### src/rtl/ball_kinematics.sv
// Pong ball kinematics: position/velocity registers, serve/move/score FSM,
// LFSR-driven serve direction, paddle/wall reflection and paddle-hit speedup.
module ball_kinematics #(
  parameter int         POS_W        = 6,
  parameter int         FIELD_W      = 64,
  parameter int         FIELD_H      = 64,
  parameter int         BALL_SIZE    = 2,
  parameter int         VEL_W        = 4,
  parameter int         V_INIT       = 1,
  parameter int         V_MAX        = 4,
  parameter int         SPEEDUP_HITS = 4,
  parameter int         SERVE_DELAY  = 16,
  parameter logic [7:0] LFSR_SEED    = 8'hA5
) (
  input  logic                    clk,
  input  logic                    reset,
  input  logic                    tick,
  input  logic                    serve_req,
  input  logic                    paddle_hit,
  input  logic                    wall_hit,
  output logic [POS_W-1:0]        bx,
  output logic [POS_W-1:0]        by,
  output logic signed [VEL_W-1:0] vx,
  output logic signed [VEL_W-1:0] vy,
  output logic                    moving,
  output logic                    score_p1,
  output logic                    score_p2,
  output logic [1:0]              state
);
  localparam int SW    = POS_W + 2;
  localparam int CNT_W = $clog2(SPEEDUP_HITS + 1);
  localparam int DLY_W = $clog2(SERVE_DELAY + 2);

  localparam logic [POS_W-1:0]        CX      = POS_W'((FIELD_W - BALL_SIZE) / 2);
  localparam logic [POS_W-1:0]        CY      = POS_W'((FIELD_H - BALL_SIZE) / 2);
  localparam logic signed [SW-1:0]    XMAX    = SW'(FIELD_W - BALL_SIZE);
  localparam logic signed [SW-1:0]    YMAX    = SW'(FIELD_H - BALL_SIZE);
  localparam logic signed [VEL_W-1:0] VINIT_V = VEL_W'(V_INIT);
  localparam logic signed [VEL_W-1:0] VMAX_V  = VEL_W'(V_MAX);
  localparam logic signed [VEL_W-1:0] VONE    = VEL_W'(1);
  localparam logic signed [VEL_W-1:0] VTWO    = VEL_W'(2);

  typedef enum logic [1:0] {
    IDLE       = 2'd0,
    SERVE_WAIT = 2'd1,
    MOVE       = 2'd2,
    SCORED     = 2'd3
  } state_t;

  function automatic logic signed [VEL_W-1:0] vabs(input logic signed [VEL_W-1:0] v);
    return v[VEL_W-1] ? -v : v;
  endfunction

  state_t                   state_q, state_d;
  logic [POS_W-1:0]         bx_q, bx_d, by_q, by_d;
  logic signed [VEL_W-1:0]  vx_q, vx_d, vy_q, vy_d;
  logic [CNT_W-1:0]         hits_q, hits_d;
  logic [DLY_W-1:0]         dly_q, dly_d;
  logic [7:0]               lfsr_q, lfsr_d;
  logic                     p1_q, p1_d, p2_q, p2_d;

  logic [CNT_W-1:0]         hits_inc;
  logic                     speedup;
  logic signed [VEL_W-1:0]  vx_mag, vx_post, vy_wall, vy_launch;
  logic signed [SW-1:0]     bx_ext, by_ext, nx_raw, nx, ny;
  logic                     raw_out, post_out, exit_left;

  always_comb begin
    state_d = state_q;
    bx_d    = bx_q;
    by_d    = by_q;
    vx_d    = vx_q;
    vy_d    = vy_q;
    hits_d  = hits_q;
    dly_d   = dly_q;
    p1_d    = 1'b0;
    p2_d    = 1'b0;
    lfsr_d  = {lfsr_q[6:0], lfsr_q[7] ^ lfsr_q[5] ^ lfsr_q[4] ^ lfsr_q[3]};

    hits_inc = hits_q + 1'b1;
    speedup  = paddle_hit && (hits_inc == CNT_W'(SPEEDUP_HITS));
    vx_mag   = vabs(vx_q);
    if (speedup) vx_mag = (vx_mag >= VMAX_V) ? VMAX_V : vx_mag + VONE;
    vx_post  = paddle_hit ? (vx_q[VEL_W-1] ? vx_mag : -vx_mag) : vx_q;
    vy_wall  = wall_hit ? -vy_q : vy_q;

    vy_launch = lfsr_q[2] ? VTWO : VONE;
    if (vy_launch > VMAX_V) vy_launch = VMAX_V;

    bx_ext    = SW'({2'b00, bx_q});
    by_ext    = SW'({2'b00, by_q});
    nx_raw    = bx_ext + SW'(vx_q);
    nx        = bx_ext + SW'(vx_post);
    ny        = by_ext + SW'(vy_wall);
    // An exit along the incoming velocity wins over a same-tick paddle bounce
    raw_out   = nx_raw[SW-1] || (nx_raw > XMAX);
    post_out  = nx[SW-1] || (nx > XMAX);
    exit_left = raw_out ? nx_raw[SW-1] : nx[SW-1];

    unique case (state_q)
      IDLE: begin
        if (serve_req) begin
          state_d = SERVE_WAIT;
          dly_d   = DLY_W'(SERVE_DELAY);
        end
      end
      SERVE_WAIT: begin
        if (tick) begin
          if (dly_q == '0) begin
            vx_d    = lfsr_q[0] ? VINIT_V : -VINIT_V;
            vy_d    = lfsr_q[3] ? -vy_launch : vy_launch;
            state_d = MOVE;
          end else begin
            dly_d = dly_q - 1'b1;
          end
        end
      end
      MOVE: begin
        if (tick) begin
          if (ny[SW-1]) begin
            by_d = '0;
            vy_d = vabs(vy_wall);
          end else if (ny > YMAX) begin
            by_d = YMAX[POS_W-1:0];
            vy_d = -vabs(vy_wall);
          end else begin
            by_d = ny[POS_W-1:0];
            vy_d = vy_wall;
          end
          if (!raw_out && paddle_hit) begin
            vx_d   = vx_post;
            hits_d = speedup ? '0 : hits_inc;
          end
          if (raw_out || post_out) begin
            state_d = SCORED;
            bx_d    = exit_left ? '0 : XMAX[POS_W-1:0];
            p2_d    = exit_left;
            p1_d    = !exit_left;
          end else begin
            bx_d = nx[POS_W-1:0];
          end
        end
      end
      SCORED: begin
        state_d = SERVE_WAIT;
        dly_d   = DLY_W'(SERVE_DELAY);
        bx_d    = CX;
        by_d    = CY;
        vx_d    = '0;
        vy_d    = '0;
        hits_d  = '0;
      end
      default: state_d = IDLE;
    endcase
  end

  always_ff @(posedge clk or posedge reset) begin
    if (reset) begin
      state_q <= IDLE;
      bx_q    <= CX;
      by_q    <= CY;
      vx_q    <= '0;
      vy_q    <= '0;
      hits_q  <= '0;
      dly_q   <= '0;
      lfsr_q  <= LFSR_SEED;
      p1_q    <= 1'b0;
      p2_q    <= 1'b0;
    end else begin
      state_q <= state_d;
      bx_q    <= bx_d;
      by_q    <= by_d;
      vx_q    <= vx_d;
      vy_q    <= vy_d;
      hits_q  <= hits_d;
      dly_q   <= dly_d;
      lfsr_q  <= lfsr_d;
      p1_q    <= p1_d;
      p2_q    <= p2_d;
    end
  end

  assign bx       = bx_q;
  assign by       = by_q;
  assign vx       = vx_q;
  assign vy       = vy_q;
  assign moving   = (state_q == MOVE);
  assign score_p1 = p1_q;
  assign score_p2 = p2_q;
  assign state    = state_q;

endmodule

### config.mk
export PLATFORM = sky130hd
export DESIGN_NAME = ball_kinematics
export DESIGN_NICKNAME = d
export VERILOG_FILES = /design/src/rtl/ball_kinematics.sv
export SDC_FILE = /design/constraint.sdc
export NUM_CORES = 1
export LEC_CHECK = 0
export ABC_AREA = 1
export CAP_MARGIN = 30
export CELL_PAD_IN_SITES_DETAIL_PLACEMENT = 1
export CELL_PAD_IN_SITES_GLOBAL_PLACEMENT = 2
export CORE_ASPECT_RATIO = 1.2
export CORE_MARGIN = 8
export CORE_UTILIZATION = 31
export CTS_BUF_LIST = sky130_fd_sc_hd__clkbuf_16
export DETAILED_ROUTE_END_ITERATION = 6
export GPL_ROUTABILITY_DRIVEN = 1
export PLACE_DENSITY = 0.79
export SLEW_MARGIN = 0
export SYNTH_ARGS = -nofsm -noshare
export SYNTH_HDL_FRONTEND = slang
export SYNTH_SLANG_ARGS = --single-unit
export TNS_END_PERCENT = 20
### constraint.sdc
create_clock -name clk -period 3.95 [get_ports clk]
set_input_delay 0.5925 -clock clk [delete_from_list [all_inputs] [get_ports clk]]
set_output_delay 0.5925 -clock clk [all_outputs]
set_load 0.02 [all_outputs]
==> run metrics, run 1 <==
H-tree Lvls=2; main area contributors after synthesis=dfrtp_1 (19%), ha_1 (13%), dfstp_2 (11%), nand2_1 (10%), inv_1 (7.2%); GPL Wtd Cong=0.7713; data required time of the worst path=4130 ps; outcome=complete, no violations; largest family of logic cells by synthesized area=simple AND/OR/NAND/NOR gates; FP Rows=42; largest net degree at the start of global routing=23; Clock transition at path regs=60 ps; setup TNS=0 ps; routed wire length per instance=14.25 µm; HP Class=flip-flop to flip-flop; Fin Hold WS=353.6 ps; CP Launch Type=flip-flop; Distinct cells, synth=41; drt pass-1 iters=4; most frequent cells in the layout=nand2_1 (91), inv_1 (62), nor2_1 (49), ha_1 (35), nand3_1 (32); Die Ht=131.3 µm; drt initial violations=78; sequential-to-total area share from yosys stat=29.63%; max incr delay on CP=410 ps; clk buf depth=2; Synth Area in Simple Gates=30.83%; vias post-DR=3256; die width=112.1 µm; Routed WL=9459 µm; min Tclk post-route=3754 ps; mean post-synth cell area=7.360 µm²; max-cap viol count=0; slew margin rel.=46.44%; via/cell ratio=4.904; hold path endpoint=lfsr_q[7]$_DFF_PP1_; commonest non-fill, non-tap cell in the layout=nand2_1; worst path arrival time=3940 ps; hold path depth=0; FMAX=266.4 MHz; vias in the first global route=3536; Hold Path Origin=lfsr_q[6]$_DFF_PP0_; top cell type's share of synthesized area=18.93%; Ports=31; fraction of synthesized cell area in xor and xnor cells=4.041%; DP HPWL=7744 µm; CP endpoint kind=flip-flop; Setup violations, final=0; All-Layer GR Usage=13.32%; max layer used=met4; fraction of layout cells with a size suffix above 1=21.80%; CP max-delay cell=dfrtp_2; Tightest Pin Transition=802.5 ps; pre-CTS setup slack=-122.0 ps; period utilization=95.04%; end of the worst register-to-register path=bx[5]$_DFFE_PP0P_; number of fill cells=1366; mux cell area share after synthesis=0%; Synth area leader=dfrtp_1; Final Net Count=577; Worst R2R Start=vx[0]$_DFFE_PP0P_; CP most frequent cell=nand2_1; Slew Viols, Final=0; CTS tree=done; Syn Inst Count=467; adder-cell share of the synthesized area=15.22%; register-to-register setup slack=200 ps; post-synthesis compound-gate area fraction=12.05%; Fin. Hold Viols=0; CTS root buffer=clkbuf_16; metal1 wirelength=3988 µm; DRT antenna net count=0; clk_skew=5.158 ps; critical path class=flip-flop to flip-flop; Yosys reg bits=40; first-pass GRT wire length=16420 µm; Mapped Nets=513; initial antenna violation count=0; input/output buffers=30; GRT overflow=0; Setup WS post-layout=196.0 ps; worst skew pair latency=290 ps; TritonCTS buffer count=5; CP max FO=5; antenna cell count=0; met2 wire len=5125 µm; core area=0.01093 mm²; # DRC=0; Initial Utilization=31.44%; synth warn=0; Post-Syn Area=0.003437 mm²; Worst Reg-to-Reg Cells=29; die area=0.01473 mm²; CTS sink cnt=40; Layout area overhead=27.59%; Met3 Routed Length=220 µm
-- Yosys cell counts (all sizes together) --
| master | count |
|---|---|
| a21o | 1 |
| a21oi | 33 |
| a2bb2oi | 1 |
| a31oi | 1 |
| and2 | 1 |
| and2b | 1 |
| buf | 1 |
| clkbuf | 3 |
| dfrtp | 26 |
| dfstp | 14 |
| fa | 3 |
| ha | 37 |
| inv | 71 |
| nand2 | 110 |
| nand3 | 40 |
| nand3b | 3 |
| nand4 | 7 |
| nor2 | 52 |
| nor3 | 5 |
| nor4 | 1 |
| o2111ai | 1 |
| o211ai | 1 |
| o21ai | 29 |
| o21bai | 2 |
| o22ai | 2 |
| o31ai | 2 |
| or2 | 4 |
| xnor2 | 6 |
| xor2 | 9 |
-- cell families (layout without fill, tap and decap cells) --
family / Yosys count / after routing
and+or+nand+nor: 224 / 224
buffers and inverters: 75 / 140
AOI/OAI and AO/OA: 73 / 73
adders and majority gates: 40 / 40
DFF: 40 / 40
xor gates and xnor gates: 15 / 15
-- repair_timing --
action | in CTS | in global routing
hold endpoints to repair | 0 | 0
pin swaps | 3 | 10
gates cloned | 0 | 0
buffers inserted | 1 | 5
gates resized for setup | 9 | 19
setup endpoints to repair | 9 | 10
hold buffers | 0 | 0
-- worst max-delay path by stage --
stage                            from              endpoint  slack, ps  depth (start not counted)
detailed placement  vx[0]$_DFFE_PP0P_  state[0]$_DFFE_PP0P_       -120                         24
global placement           paddle_hit     bx[5]$_DFFE_PP0P_        130                         21
finish              vx[0]$_DFFE_PP0P_     bx[5]$_DFFE_PP0P_        200                         29
CTS                 vx[0]$_DFFE_PP0P_     bx[0]$_DFFE_PP1P_         10                         28
floorplan           vx[1]$_DFFE_PP0P_     bx[5]$_DFFE_PP0P_         40                         29
global route        vx[0]$_DFFE_PP0P_  state[0]$_DFFE_PP0P_        -50                         28
-- area by class of cell --
cell class	count	area [µm²]	area share (%)
Clock buffer	5	125.1	2.853
Sequential cell	40	1020	23.25
Inverter	71	266.5	6.077
Tap cell	132	165.2	3.766
Timing Repair Buffer	61	536.8	12.24
Multi-Input combinational cell	352	2226	50.76
Clock inverter	3	46.29	1.056
-- worst max-delay path, delay by kind of cell (launching register included) --
family / cells / cell delay, ps
AND/OR/NAND/NOR: 16 / 1460
adder cells (fa/ha/maj): 4 / 1010
flip-flops: 1 / 410
AO/OA/AOI/OAI: 4 / 390
buffers and inverters: 4 / 220
XOR/XNOR: 1 / 150
-- state kept, by name (all words and copies together), names as in the netlist --
signal    flops
lfsr_q        8
bx            6
by            6
dly_q         5
vx            4
vy            4
hits_q        3
state         2
score_p1      1
score_p2      1
-- routing by layer --
layer | GRT usage (%) | vias to the layer above
li1 | - | 1642
met1 | 14.83 | 1579
met2 | 25.01 | 28
met3 | 2.108 | 7
met4 | 4.282 | 0
met5 | 0 | -
-- through the flow --
step	util (%)	std cells	cell area (µm²)
floorplan	-	467	3438
global placement	37.28	650	4075
detailed placement	37.28	650	4075
CTS	39.10	659	4274
global route	40.12	664	4385
finish	40.12	664	4385
Power of run 1 is not shown: default switching activity piles up to over one toggle a cycle in this logic, so the estimate is an artifact.
==> run 2, diff against run 1 <==
--- a/config.mk
+++ b/config.mk
@@ -9,10 +9,11 @@
 export CAP_MARGIN = 30
 export CELL_PAD_IN_SITES_DETAIL_PLACEMENT = 1
 export CELL_PAD_IN_SITES_GLOBAL_PLACEMENT = 2
-export CORE_ASPECT_RATIO = 1.2
+export CORE_ASPECT_RATIO = 0.9
 export CORE_MARGIN = 8
 export CORE_UTILIZATION = 31
 export CTS_BUF_LIST = sky130_fd_sc_hd__clkbuf_16
+export CTS_CLUSTER_SIZE = 24
 export DETAILED_ROUTE_END_ITERATION = 6
 export GPL_ROUTABILITY_DRIVEN = 1
 export PLACE_DENSITY = 0.79
==> run metrics, run 2 (same netlist as run 1, synthesis figures left out) <==
met2 wire len=4498 µm (-12%); number of fill cells=1357 (-0.66%); max incr delay on CP=390 ps (-20 ps); Tightest Pin Transition=531.1 ps (-271.5 ps); TritonCTS buffer count=5 (unchanged); CTS root buffer=clkbuf_16; largest net degree at the start of global routing=41 (+78%); CTS tree=done; H-tree Lvls=2 (unchanged); Fin Hold WS=350.3 ps (-3.294 ps); via/cell ratio=4.919 (+0.32%); CP Launch Type=flip-flop; pre-CTS setup slack=-12.21 ps (+109.8 ps); Critical Path Stages=27 (-6.9%); All-Layer GR Usage=13.23% (-0.097 points); family with the most delay on the worst path=simple AND/OR/NAND/NOR gates; fraction of layout cells with a size suffix above 1=19.73% (-2.1 points); worst setup path endpoint=bx[5]$_DFFE_PP0P_; FP Rows=36 (-14%); initial antenna violation count=0 (unchanged); critical path class=flip-flop to flip-flop; end of the worst register-to-register path=bx[5]$_DFFE_PP0P_; DP HPWL=7591 µm (-2.0%); CP max FO=6 (+1); HP Class=flip-flop to flip-flop; DRT antenna net count=0 (unchanged); period utilization=95.36% (+0.32 points); Worst Reg-to-Reg Cells=27 (-6.9%); Ports=31 (unchanged); Setup WS post-layout=183.3 ps (-12.65 ps); CP most frequent cell=nand2_1; clk buf depth=2 (unchanged); FMAX=265.5 MHz (-0.34%); Die Ht=115.9 µm (-12%); Slew Viols, Final=0 (unchanged); register-to-register setup slack=180 ps (about the same); worst skew pair latency=290 ps (about the same); Met3 Routed Length=265 µm (+20%); max layer used=met4; setup TNS=0 ps (unchanged); most frequent cells in the layout=nand2_1 (91), inv_1 (64), nor2_1 (49), ha_1 (35), nand3_1 (32); Worst R2R Start=vx[1]$_DFFE_PP0P_; max-cap viol count=0 (unchanged); Routed WL=9553 µm (+0.99%); Final Net Count=567 (-1.7%); commonest non-fill, non-tap cell in the layout=nand2_1; max reg flops=8 (unchanged); Setup violations, final=0 (unchanged); first-pass GRT wire length=16030 µm (-2.4%); Initial Utilization=31.79% (+0.35 points); CP max-delay cell=dfrtp_1; drt pass-1 iters=4 (unchanged); input/output buffers=30 (unchanged); outcome=complete, no violations; GRT overflow=0 (unchanged); die width=127.0 µm (+13%); Reg with most FFs=lfsr_q; min Tclk post-route=3767 ps (+12.65 ps); core area=0.01081 mm² (-1.1%); die area=0.01472 mm² (about the same); Layout area overhead=25.99%; vias in the first global route=3239 (-8.4%); antenna cell count=0 (unchanged); Critical path buffers and inverters=4 (unchanged); vias post-DR=3222 (-1.0%); Clock transition at path regs=60 ps (about the same); metal1 wirelength=4724 µm (+18%); worst path arrival time=3940 ps (about the same); drt initial violations=118 (+51%); worst setup path start=vx[1]$_DFFE_PP0P_; GPL Wtd Cong=0.7882 (+2.2%); CTS sink cnt=40 (unchanged); data required time of the worst path=4130 ps (about the same); CP endpoint kind=flip-flop; routed wire length per instance=14.58 µm (+2.4%); # DRC=0 (unchanged); clk_skew=8.250 ps (+3.092 ps); cts hold-fix bufs=0 (unchanged); Fin. Hold Viols=0 (unchanged); slew margin rel.=64.60% (+18 points)
==> run 2: cell types whose count changed in the layout (fill, tap and decap cells not counted), sizes merged <==
cell	delta
buf	-10
bufinv	+1
clkinvlp	-1
==> run 2: per-stage QoR <==
step | area (µm²) | std cells | util, %
2_1_floorplan | 3438 | 467 | -
3_3_place_gp | 4009 | 642 | 37.08
3_5_place_dp | 4009 | 642 | 37.08
4_1_cts | 4218 | 652 | 39.02
5_1_grt | 4330 | 655 | 40.06
6_report | 4330 | 655 | 40.06
==> run 2: what timing repair did <==
item,in CTS,in global routing
resized for setup,3,22
gates cloned,0,0
setup endpoints to repair,3,10
hold endpoints to repair,0,0
pin swaps,3,10
setup buffers,2,3
==> run 2: layout make-up <==
type                            instances  area [µm²]  share of cell area, %
Sequential cell                        40        1020                  23.55
Timing Repair Buffer                   51       461.7                  10.66
Inverter                               71       266.5                  6.154
Clock inverter                          3       63.81                  1.474
Multi-Input combinational cell        352        2227                  51.43
Clock buffer                            5       125.1                  2.889
Tap cell                              133       166.4                  3.843
==> run 2: worst min path at each step <==
stage,from,end,cells after the start
final,lfsr_q[6]$_DFF_PP0_,lfsr_q[7]$_DFF_PP1_,0
after global routing,lfsr_q[6]$_DFF_PP0_,lfsr_q[7]$_DFF_PP1_,0
after CTS,lfsr_q[6]$_DFF_PP0_,lfsr_q[7]$_DFF_PP1_,0
after detailed placement,lfsr_q[6]$_DFF_PP0_,lfsr_q[7]$_DFF_PP1_,0
after global placement,lfsr_q[6]$_DFF_PP0_,lfsr_q[7]$_DFF_PP1_,0
after floorplan,lfsr_q[1]$_DFF_PP0_,lfsr_q[2]$_DFF_PP1_,0
==> run 2: per-layer routing <==
metal | track usage (%) | vias to the layer above
met5 | 0 | -
met4 | 2.375 | 0
met3 | 2.070 | 7
met2 | 21.74 | 27
met1 | 18.07 | 1569
li1 | - | 1619
Power of run 2 is left out for the same reason.
